File: src/rtl/fft_pkg.sv
// fft_pkg: shared constants, stage type and sequencer state encoding for the FFT scheduler.
// Rev 1.0
`default_nettype none

package fft_pkg;

   localparam int c_BRAM_ADDR_LEN = 13;
   localparam int c_N             = 1 << c_BRAM_ADDR_LEN;
   localparam int c_STAGE_NUM     = 13;
   localparam int c_TF_ADDR_LEN   = 12;
   localparam int c_PIPE_DEPTH    = 8;

   typedef logic [3:0] stage_t;

   typedef enum logic [1:0] {
      IDLE  = 2'd0,
      RUN   = 2'd1,
      DRAIN = 2'd2,
      FIN   = 2'd3
   } state_t;

endpackage

`default_nettype wire

File: src/rtl/fft_stage_sched_if.sv
// fft_stage_sched_if: control and butterfly-handshake bundle between the scheduler and its clients.
// Rev 1.0
`default_nettype none

interface fft_stage_sched_if #(
   parameter int BRAM_ADDR_LEN = 13,
   parameter int TF_ADDR_LEN   = 12
);
   import fft_pkg::*;

   logic                     start;
   logic                     bf_ready;
   logic                     bf_valid;
   logic [BRAM_ADDR_LEN-1:0] addr_a;
   logic [BRAM_ADDR_LEN-1:0] addr_b;
   logic [TF_ADDR_LEN-1:0]   tf_addr;
   logic                     tf_en;
   stage_t                   stage;
   logic                     last_bf;
   logic                     busy;
   logic                     done;

   modport master (
      input  start, bf_ready,
      output bf_valid, addr_a, addr_b, tf_addr, tf_en, stage, last_bf, busy, done
   );

   modport slave (
      output start, bf_ready,
      input  bf_valid, addr_a, addr_b, tf_addr, tf_en, stage, last_bf, busy, done
   );

endinterface

`default_nettype wire

File: src/rtl/fft_bf_addr_gen.sv
// fft_bf_addr_gen: combinational (stage, butterfly) -> leg addresses, twiddle index, last flag.
// Rev 1.0
`default_nettype none

module fft_bf_addr_gen
   import fft_pkg::*;
#(
   parameter int BRAM_ADDR_LEN = 13,
   parameter int STAGE_NUM     = 13,
   parameter int TF_ADDR_LEN   = 12
) (
   input  wire stage_t                   i_s,
   input  wire [BRAM_ADDR_LEN-2:0]       i_k,
   output logic [BRAM_ADDR_LEN-1:0]      o_addr_a,
   output logic [BRAM_ADDR_LEN-1:0]      o_addr_b,
   output logic [TF_ADDR_LEN-1:0]        o_tf_addr,
   output logic                          o_last_bf
);

   logic [BRAM_ADDR_LEN-1:0] w_k_ext;
   logic [BRAM_ADDR_LEN-1:0] w_span;
   logic [BRAM_ADDR_LEN-1:0] w_j;
   stage_t                   w_tf_sh;

   assign w_k_ext = {1'b0, i_k};
   assign w_span  = BRAM_ADDR_LEN'(1) << i_s;
   assign w_j     = w_k_ext & (w_span - BRAM_ADDR_LEN'(1));
   assign w_tf_sh = stage_t'(STAGE_NUM - 1) - i_s;

   // Group index k>>s is spread over blocks of 2^(s+1); j selects the position inside the block.
   assign o_addr_a  = ((w_k_ext >> i_s) << stage_t'(i_s + 4'd1)) | w_j;
   assign o_addr_b  = o_addr_a + w_span;
   assign o_tf_addr = TF_ADDR_LEN'(w_j << w_tf_sh);
   assign o_last_bf = &i_k;

endmodule

`default_nettype wire

File: src/rtl/fft_stage_sched.sv
// fft_stage_sched: radix-2 DIT stage/butterfly sequencer with valid/ready handshake.
// Define FFT_SCHED_DRAIN_EN to insert a PIPE_DEPTH-cycle drain gap between stages.  Rev 1.0
`default_nettype none

module fft_stage_sched
   import fft_pkg::*;
#(
   parameter int BRAM_ADDR_LEN = $clog2(c_N),
   parameter int STAGE_NUM     = c_STAGE_NUM,
   parameter int TF_ADDR_LEN   = c_TF_ADDR_LEN,
   parameter int PIPE_DEPTH    = c_PIPE_DEPTH
) (
   input  wire                 clk,
   input  wire                 rst_n,
   fft_stage_sched_if.master   bus
);

   localparam int             c_KW     = BRAM_ADDR_LEN - 1;
   localparam logic [c_KW-1:0] c_K_LAST = '1;
   localparam stage_t         c_S_LAST = stage_t'(STAGE_NUM - 1);

   if ((STAGE_NUM != BRAM_ADDR_LEN) || (TF_ADDR_LEN != BRAM_ADDR_LEN - 1) || (PIPE_DEPTH < 1)) begin : g_cfg_err
      $error("fft_stage_sched: inconsistent parameter set");
   end

   state_t                   r_state, w_state_nxt;
   stage_t                   r_s, w_s_nxt;
   logic [c_KW-1:0]          r_k, w_k_nxt;
   logic                     r_valid, w_valid_nxt;
   logic                     r_busy, w_busy_nxt;
   logic                     r_done, w_done_nxt;
   logic                     w_acc;
   logic [BRAM_ADDR_LEN-1:0] r_addr_a, r_addr_b, w_addr_a, w_addr_b;
   logic [TF_ADDR_LEN-1:0]   r_tf_addr, w_tf_addr;
   logic                     r_last_bf, w_last_bf;

`ifdef FFT_SCHED_DRAIN_EN
   localparam int             c_CW       = $clog2(PIPE_DEPTH + 1);
   localparam logic [c_CW-1:0] c_CNT_LAST = c_CW'(PIPE_DEPTH - 1);
   logic [c_CW-1:0]          r_cnt, w_cnt_nxt;
`endif

   assign w_acc = r_valid & bus.bf_ready;

   always_comb begin
      w_state_nxt = r_state;
      w_s_nxt     = r_s;
      w_k_nxt     = r_k;
      w_valid_nxt = 1'b0;
      w_busy_nxt  = r_busy;
      w_done_nxt  = 1'b0;
`ifdef FFT_SCHED_DRAIN_EN
      w_cnt_nxt   = r_cnt;
`endif
      case (r_state)
         IDLE: begin
            if (bus.start) begin
               w_state_nxt = RUN;
               w_s_nxt     = '0;
               w_k_nxt     = '0;
               w_valid_nxt = 1'b1;
               w_busy_nxt  = 1'b1;
            end
         end
         RUN: begin
            w_valid_nxt = 1'b1;
            if (w_acc) begin
               if (r_k == c_K_LAST) begin
                  w_k_nxt = '0;
                  if (r_s == c_S_LAST) begin
                     w_state_nxt = FIN;
                     w_s_nxt     = '0;
                     w_valid_nxt = 1'b0;
                     w_busy_nxt  = 1'b0;
                     w_done_nxt  = 1'b1;
                  end else begin
`ifdef FFT_SCHED_DRAIN_EN
                     w_state_nxt = DRAIN;
                     w_cnt_nxt   = '0;
                     w_valid_nxt = 1'b0;
`else
                     w_s_nxt     = stage_t'(r_s + 4'd1);
`endif
                  end
               end else begin
                  w_k_nxt = r_k + 1'b1;
               end
            end
         end
`ifdef FFT_SCHED_DRAIN_EN
         DRAIN: begin
            if (r_cnt == c_CNT_LAST) begin
               w_state_nxt = RUN;
               w_s_nxt     = stage_t'(r_s + 4'd1);
               w_valid_nxt = 1'b1;
            end else begin
               w_cnt_nxt = r_cnt + 1'b1;
            end
         end
`endif
         FIN:     w_state_nxt = IDLE;
         default: w_state_nxt = IDLE;
      endcase
   end

   // Addresses are computed from the next counters so they appear registered alongside bf_valid.
   fft_bf_addr_gen #(
      .BRAM_ADDR_LEN (BRAM_ADDR_LEN),
      .STAGE_NUM     (STAGE_NUM),
      .TF_ADDR_LEN   (TF_ADDR_LEN)
   ) u_addr_gen (
      .i_s       (w_s_nxt),
      .i_k       (w_k_nxt),
      .o_addr_a  (w_addr_a),
      .o_addr_b  (w_addr_b),
      .o_tf_addr (w_tf_addr),
      .o_last_bf (w_last_bf)
   );

   always_ff @(posedge clk or negedge rst_n) begin
      if (!rst_n) begin
         r_state   <= IDLE;
         r_s       <= '0;
         r_k       <= '0;
         r_valid   <= 1'b0;
         r_busy    <= 1'b0;
         r_done    <= 1'b0;
         r_addr_a  <= '0;
         r_addr_b  <= '0;
         r_tf_addr <= '0;
         r_last_bf <= 1'b0;
`ifdef FFT_SCHED_DRAIN_EN
         r_cnt     <= '0;
`endif
      end else begin
         r_state   <= w_state_nxt;
         r_s       <= w_s_nxt;
         r_k       <= w_k_nxt;
         r_valid   <= w_valid_nxt;
         r_busy    <= w_busy_nxt;
         r_done    <= w_done_nxt;
         r_addr_a  <= w_valid_nxt ? w_addr_a  : '0;
         r_addr_b  <= w_valid_nxt ? w_addr_b  : '0;
         r_tf_addr <= w_valid_nxt ? w_tf_addr : '0;
         r_last_bf <= w_valid_nxt & w_last_bf;
`ifdef FFT_SCHED_DRAIN_EN
         r_cnt     <= w_cnt_nxt;
`endif
      end
   end

   assign bus.bf_valid = r_valid;
   assign bus.addr_a   = r_addr_a;
   assign bus.addr_b   = r_addr_b;
   assign bus.tf_addr  = r_tf_addr;
   assign bus.tf_en    = r_valid & bus.bf_ready;
   assign bus.stage    = r_s;
   assign bus.last_bf  = r_last_bf;
   assign bus.busy     = r_busy;
   assign bus.done     = r_done;

endmodule

`default_nettype wire

File: src/flat_wrapper.sv
// flat-port wrapper written by rule: the top's interface ports become plain ports
module fft_stage_sched_flat import fft_pkg::*;
#(
   parameter int BRAM_ADDR_LEN = $clog2(c_N),
   parameter int STAGE_NUM     = c_STAGE_NUM,
   parameter int TF_ADDR_LEN   = c_TF_ADDR_LEN,
   parameter int PIPE_DEPTH    = c_PIPE_DEPTH
)
  (clk, rst_n, bus_start, bus_bf_ready, bus_bf_valid, bus_addr_a, bus_addr_b, bus_tf_addr, bus_tf_en, bus_stage, bus_last_bf, bus_busy, bus_done);
  fft_stage_sched_if #(.BRAM_ADDR_LEN(BRAM_ADDR_LEN), .TF_ADDR_LEN(TF_ADDR_LEN)) bus_i ();
  input  wire clk;
  input  wire rst_n;
  input wire logic [$bits(bus_i.start)-1:0] bus_start;
  input wire logic [$bits(bus_i.bf_ready)-1:0] bus_bf_ready;
  output wire logic [$bits(bus_i.bf_valid)-1:0] bus_bf_valid;
  output wire logic [$bits(bus_i.addr_a)-1:0] bus_addr_a;
  output wire logic [$bits(bus_i.addr_b)-1:0] bus_addr_b;
  output wire logic [$bits(bus_i.tf_addr)-1:0] bus_tf_addr;
  output wire logic [$bits(bus_i.tf_en)-1:0] bus_tf_en;
  output wire logic [$bits(bus_i.stage)-1:0] bus_stage;
  output wire logic [$bits(bus_i.last_bf)-1:0] bus_last_bf;
  output wire logic [$bits(bus_i.busy)-1:0] bus_busy;
  output wire logic [$bits(bus_i.done)-1:0] bus_done;
  assign bus_i.start = bus_start;
  assign bus_i.bf_ready = bus_bf_ready;
  assign bus_bf_valid = bus_i.bf_valid;
  assign bus_addr_a = bus_i.addr_a;
  assign bus_addr_b = bus_i.addr_b;
  assign bus_tf_addr = bus_i.tf_addr;
  assign bus_tf_en = bus_i.tf_en;
  assign bus_stage = bus_i.stage;
  assign bus_last_bf = bus_i.last_bf;
  assign bus_busy = bus_i.busy;
  assign bus_done = bus_i.done;
  fft_stage_sched #(.BRAM_ADDR_LEN(BRAM_ADDR_LEN), .STAGE_NUM(STAGE_NUM), .TF_ADDR_LEN(TF_ADDR_LEN), .PIPE_DEPTH(PIPE_DEPTH)) u_core (.clk(clk), .rst_n(rst_n), .bus(bus_i));
endmodule
File: config.mk
export PLATFORM = sky130hd
export DESIGN_NAME = fft_stage_sched_flat
export DESIGN_NICKNAME = d
export VERILOG_FILES = /design/src/rtl/fft_pkg.sv /design/src/rtl/fft_stage_sched_if.sv /design/src/rtl/fft_bf_addr_gen.sv /design/src/rtl/fft_stage_sched.sv /design/src/flat_wrapper.sv
export SDC_FILE = /design/constraint.sdc
export NUM_CORES = 1
export LEC_CHECK = 0
export CAP_MARGIN = 20
export CORE_MARGIN = 2
export CORE_UTILIZATION = 59
export CTS_CLUSTER_DIAMETER = 120
export DETAILED_ROUTE_END_ITERATION = 10
export PLACE_DENSITY_LB_ADDON = 0.12
export SLEW_MARGIN = 15
export SYNTH_ARGS = -nofsm -noshare
export SYNTH_HDL_FRONTEND = slang
export SYNTH_SLANG_ARGS = --single-unit
File: constraint.sdc
create_clock -name clk -period 6.6 [get_ports clk]
set_input_delay 0.99 -clock clk [delete_from_list [all_inputs] [get_ports clk]]
set_output_delay 0.99 -clock clk [all_outputs]
set_load 0.02 [all_outputs]
==> out/summary.txt <==
run status = finished, final reports clean
Design Area, Final = 5990 µm²
Max-slew headroom = 0.367
Die H = 98.3 µm
crit start category = input pin
Die Wd = 98.3 µm
top-area cell type share of the netlist area = 0.286
Total GRT Usage = 0.339
Post-synth top flop = dfrtp_1
Seq pwr share = 0.389
cts bufs inserted = 9
fin cells = 795
largest net degree at the start of global routing = 61
Max Slew Vio Count = 0
Fin. Hold Viols = 0
Setup Buffers After CTS = 0
# H-tree levels = 3
RSZ-0062 raised after global routing = no
top-count cell post-synth = nand2_1
largest area contributor in the netlist = dfrtp_1
nets = 710
# IOs = 51
vias per cell = 6.79
critical path class = input pin to register
final period utilization = 0.925
Clock transition at path regs = 80 ps
Area contributors post-synth = dfrtp_1, ha_1, nand2_1
DRT iter0 DRCs = 623
syn nets = 671
crit end category = register
crit-path cells = clkdlybuf4s50_1 > and3_1 > nand4_4 > mux2_4 > buf_4 > buf_4 > o21ai_0 > o22a_1 > o211a_1 > or3_1 > o21a_1 > o21bai_1 > ha_1 > a21o_1 > a21oi_1 > o21bai_1 > a21oi_1 > maj3_2 > o2111ai_2 > xnor2_1 > nor2_1
VDD IR-drop max = 106 µV
Critical Path AT = 6340 ps
clock share of power = 0.267
clk sinks = 60
grt met2 use = 0.527
clk_lat worst skew = 350 ps
Comb power frac = 0.344
Seq/Total Area, Yosys = 0.286
Cell Pwr Density = 190 nW/µm²
Static Leak = 2.63 nW
register bit total from synthesis = 60
Post-Syn Area = 5240 µm²
post-route core utilization = 0.691
accumulated negative setup slack = 0 ps
switching share of power = 0.378
asr flop ratio synth = 1.00
dpl cells = 779
initial antenna violation count = 0
first-pass GRT wire length = 26200 µm
Fmax achieved = 0.164 GHz
routing usage on met3 = 0.0644
Core ar. = 8680 µm²
via count = 5395
Worst path slowest cell = clkdlybuf4s50_1
# fillers = 700
total grt overflow = 0
clk root buf = clkbuf_8
Antenna Violating Nets Remaining = 0
DP Area = 5810 µm²
post-layout minimum cycle time = 6110 ps
First-pass DRT Iterations = 6
Ant. Diodes = 0
synth warn = 0
internal power = 708 µW
vias in the first global route = 4986
TritonCTS clock tree = done
port bufs = 50
NetSw = 431 µW
Initial Utilization = 0.604
Seq. cell area = 1500 µm²
DRC violations left = 0
hpwl dp = 12100 µm
Max Cap Viol = 0
hold_ws = 557 ps
gpl congestion = 1.05
Avg Cell Area, Syn = 8.15 µm²
met1 Use GR = 0.479
slowest stage delay, CP = 540 ps
endpoints failing setup = 0
Worst Hold Class = register to register
worst-case clock buffer depth = 2
Layout area overhead = 14.4%
CP required = 6830 ps
DIE AREA = 9650 µm²
top post-synthesis cells by count = nand2_1, dfrtp_1, nor2_1
Yosys cell types = 94
Cell Rows = 34
final clock skew = 12.5 ps
multi-input logic area = 3400 µm²
share of layout cells above drive strength 1 = 0.121
Synth Instances = 643
number of synthesized flops with an enable pin = 0
drt total wl = 16100 µm
WL/cell = 20.2 µm
crit path max fanout = 24
GRT Max-Usage Layer = met2
Slew @ Worst Pin = 938 ps
final cells by class:
type / count / area share
Multi-Input combinational cell: 507 / 0.568
Clock buffer: 9 / 0.0207
Timing Repair Buffer: 72 / 0.110
Inverter: 32 / 0.0200
Tap cell: 108 / 0.0225
Sequential cell: 60 / 0.250
Clock inverter: 7 / 0.00856
power by group through the flow:
| stage | clock network, mW | logic [mW] | registers, mW |
|---|---|---|---|
| after global routing | 0.325 | 0.417 | 0.448 |
| after floorplan | 0 | 0.221 | 0.469 |
| after CTS | 0.308 | 0.383 | 0.443 |
| after detailed placement | 0 | 0.381 | 0.450 |
| after global placement | 0 | 0.374 | 0.448 |
| final | 0.304 | 0.391 | 0.443 |
state kept, by name, indices dropped and copies added, names as in the netlist, 2 cells and up:
name                count
u_core.bus.addr_b      13
u_core.bus.stage        4
u_core.r_state          2
u_core.bus.addr_a      13
u_core.r_k             12
u_core.bus.tf_addr     12
worst paths after layout:
kind / from / to / slack, ps / depth (start not counted)
min in group asynchronous: rst_n / u_core.bus.last_bf / 800 / 2
min: u_core.bus.busy / u_core.bus.busy / 560 / 2
min reg2reg: u_core.bus.busy / u_core.bus.busy / 560 / 2
max reg2reg: u_core.r_k[0] / u_core.bus.addr_b[12] / 1040 / 21
max in group asynchronous: rst_n / u_core.bus.addr_b[6] / 5280 / 2
max: bus_bf_ready / u_core.bus.addr_b[12] / 490 / 21
kinds of logic after synthesis:
logic type / count (synthesis) / synth area share
compound gates: 180 / 0.244
xor+xnor: 27 / 0.0466
fa+ha+maj: 26 / 0.0630
buf+inv: 76 / 0.0666
flops: 60 / 0.286
mux: 22 / 0.0451
simple gates: 252 / 0.248
repair_timing:
item	4_1_cts	5_1_grt
hold buffers	0	0
setup endpoints to repair	0	1
gates resized for setup	0	1
hold endpoints to repair	0	0
metrics by stage:
| step | total power [mW] | setup WS [ps] |
|---|---|---|
| floorplan | 0.689 | 459 |
| global placement | 0.822 | 389 |
| detailed placement | 0.831 | 188 |
| CTS | 1.13 | 495 |
| global route | 1.19 | 101 |
| finish | 1.14 | 493 |
placed cells by master (no fill, tap or decap), types with 8 or more instances in the layout:
cell type / n
buf_4: 22
and2_1: 15
nand3_1: 23
inv_2: 8
a21oi_1: 35
o21ai_0: 31
a31oi_1: 11
ha_1: 23
o21ai_1: 11
and3_1: 8
inv_1: 24
xnor2_1: 21
nor2_1: 59
nor3_1: 19
mux2i_1: 15
clkdlybuf4s50_1: 49
nand2_1: 64
nand4_1: 14
o211ai_1: 17
dfrtp_1: 60
clkbuf_8: 9
critical path: cells and delay by family:
kind | cells | cell delay, ps
adders and majority gates | 2 | 630
buffers and inverters | 3 | 1110
muxes | 1 | 330
xor gates and xnor gates | 1 | 200
and+or+nand+nor | 4 | 1010
AOI/OAI and AO/OA | 10 | 2050
routing by layer:
layer,share of wire,routed length [µm]
met4,0.034,553
met1,0.42,6780
met3,0.10,1660
met5,0,0
met2,0.44,7100
No activity file was read; power rests on OpenSTA's default activity.
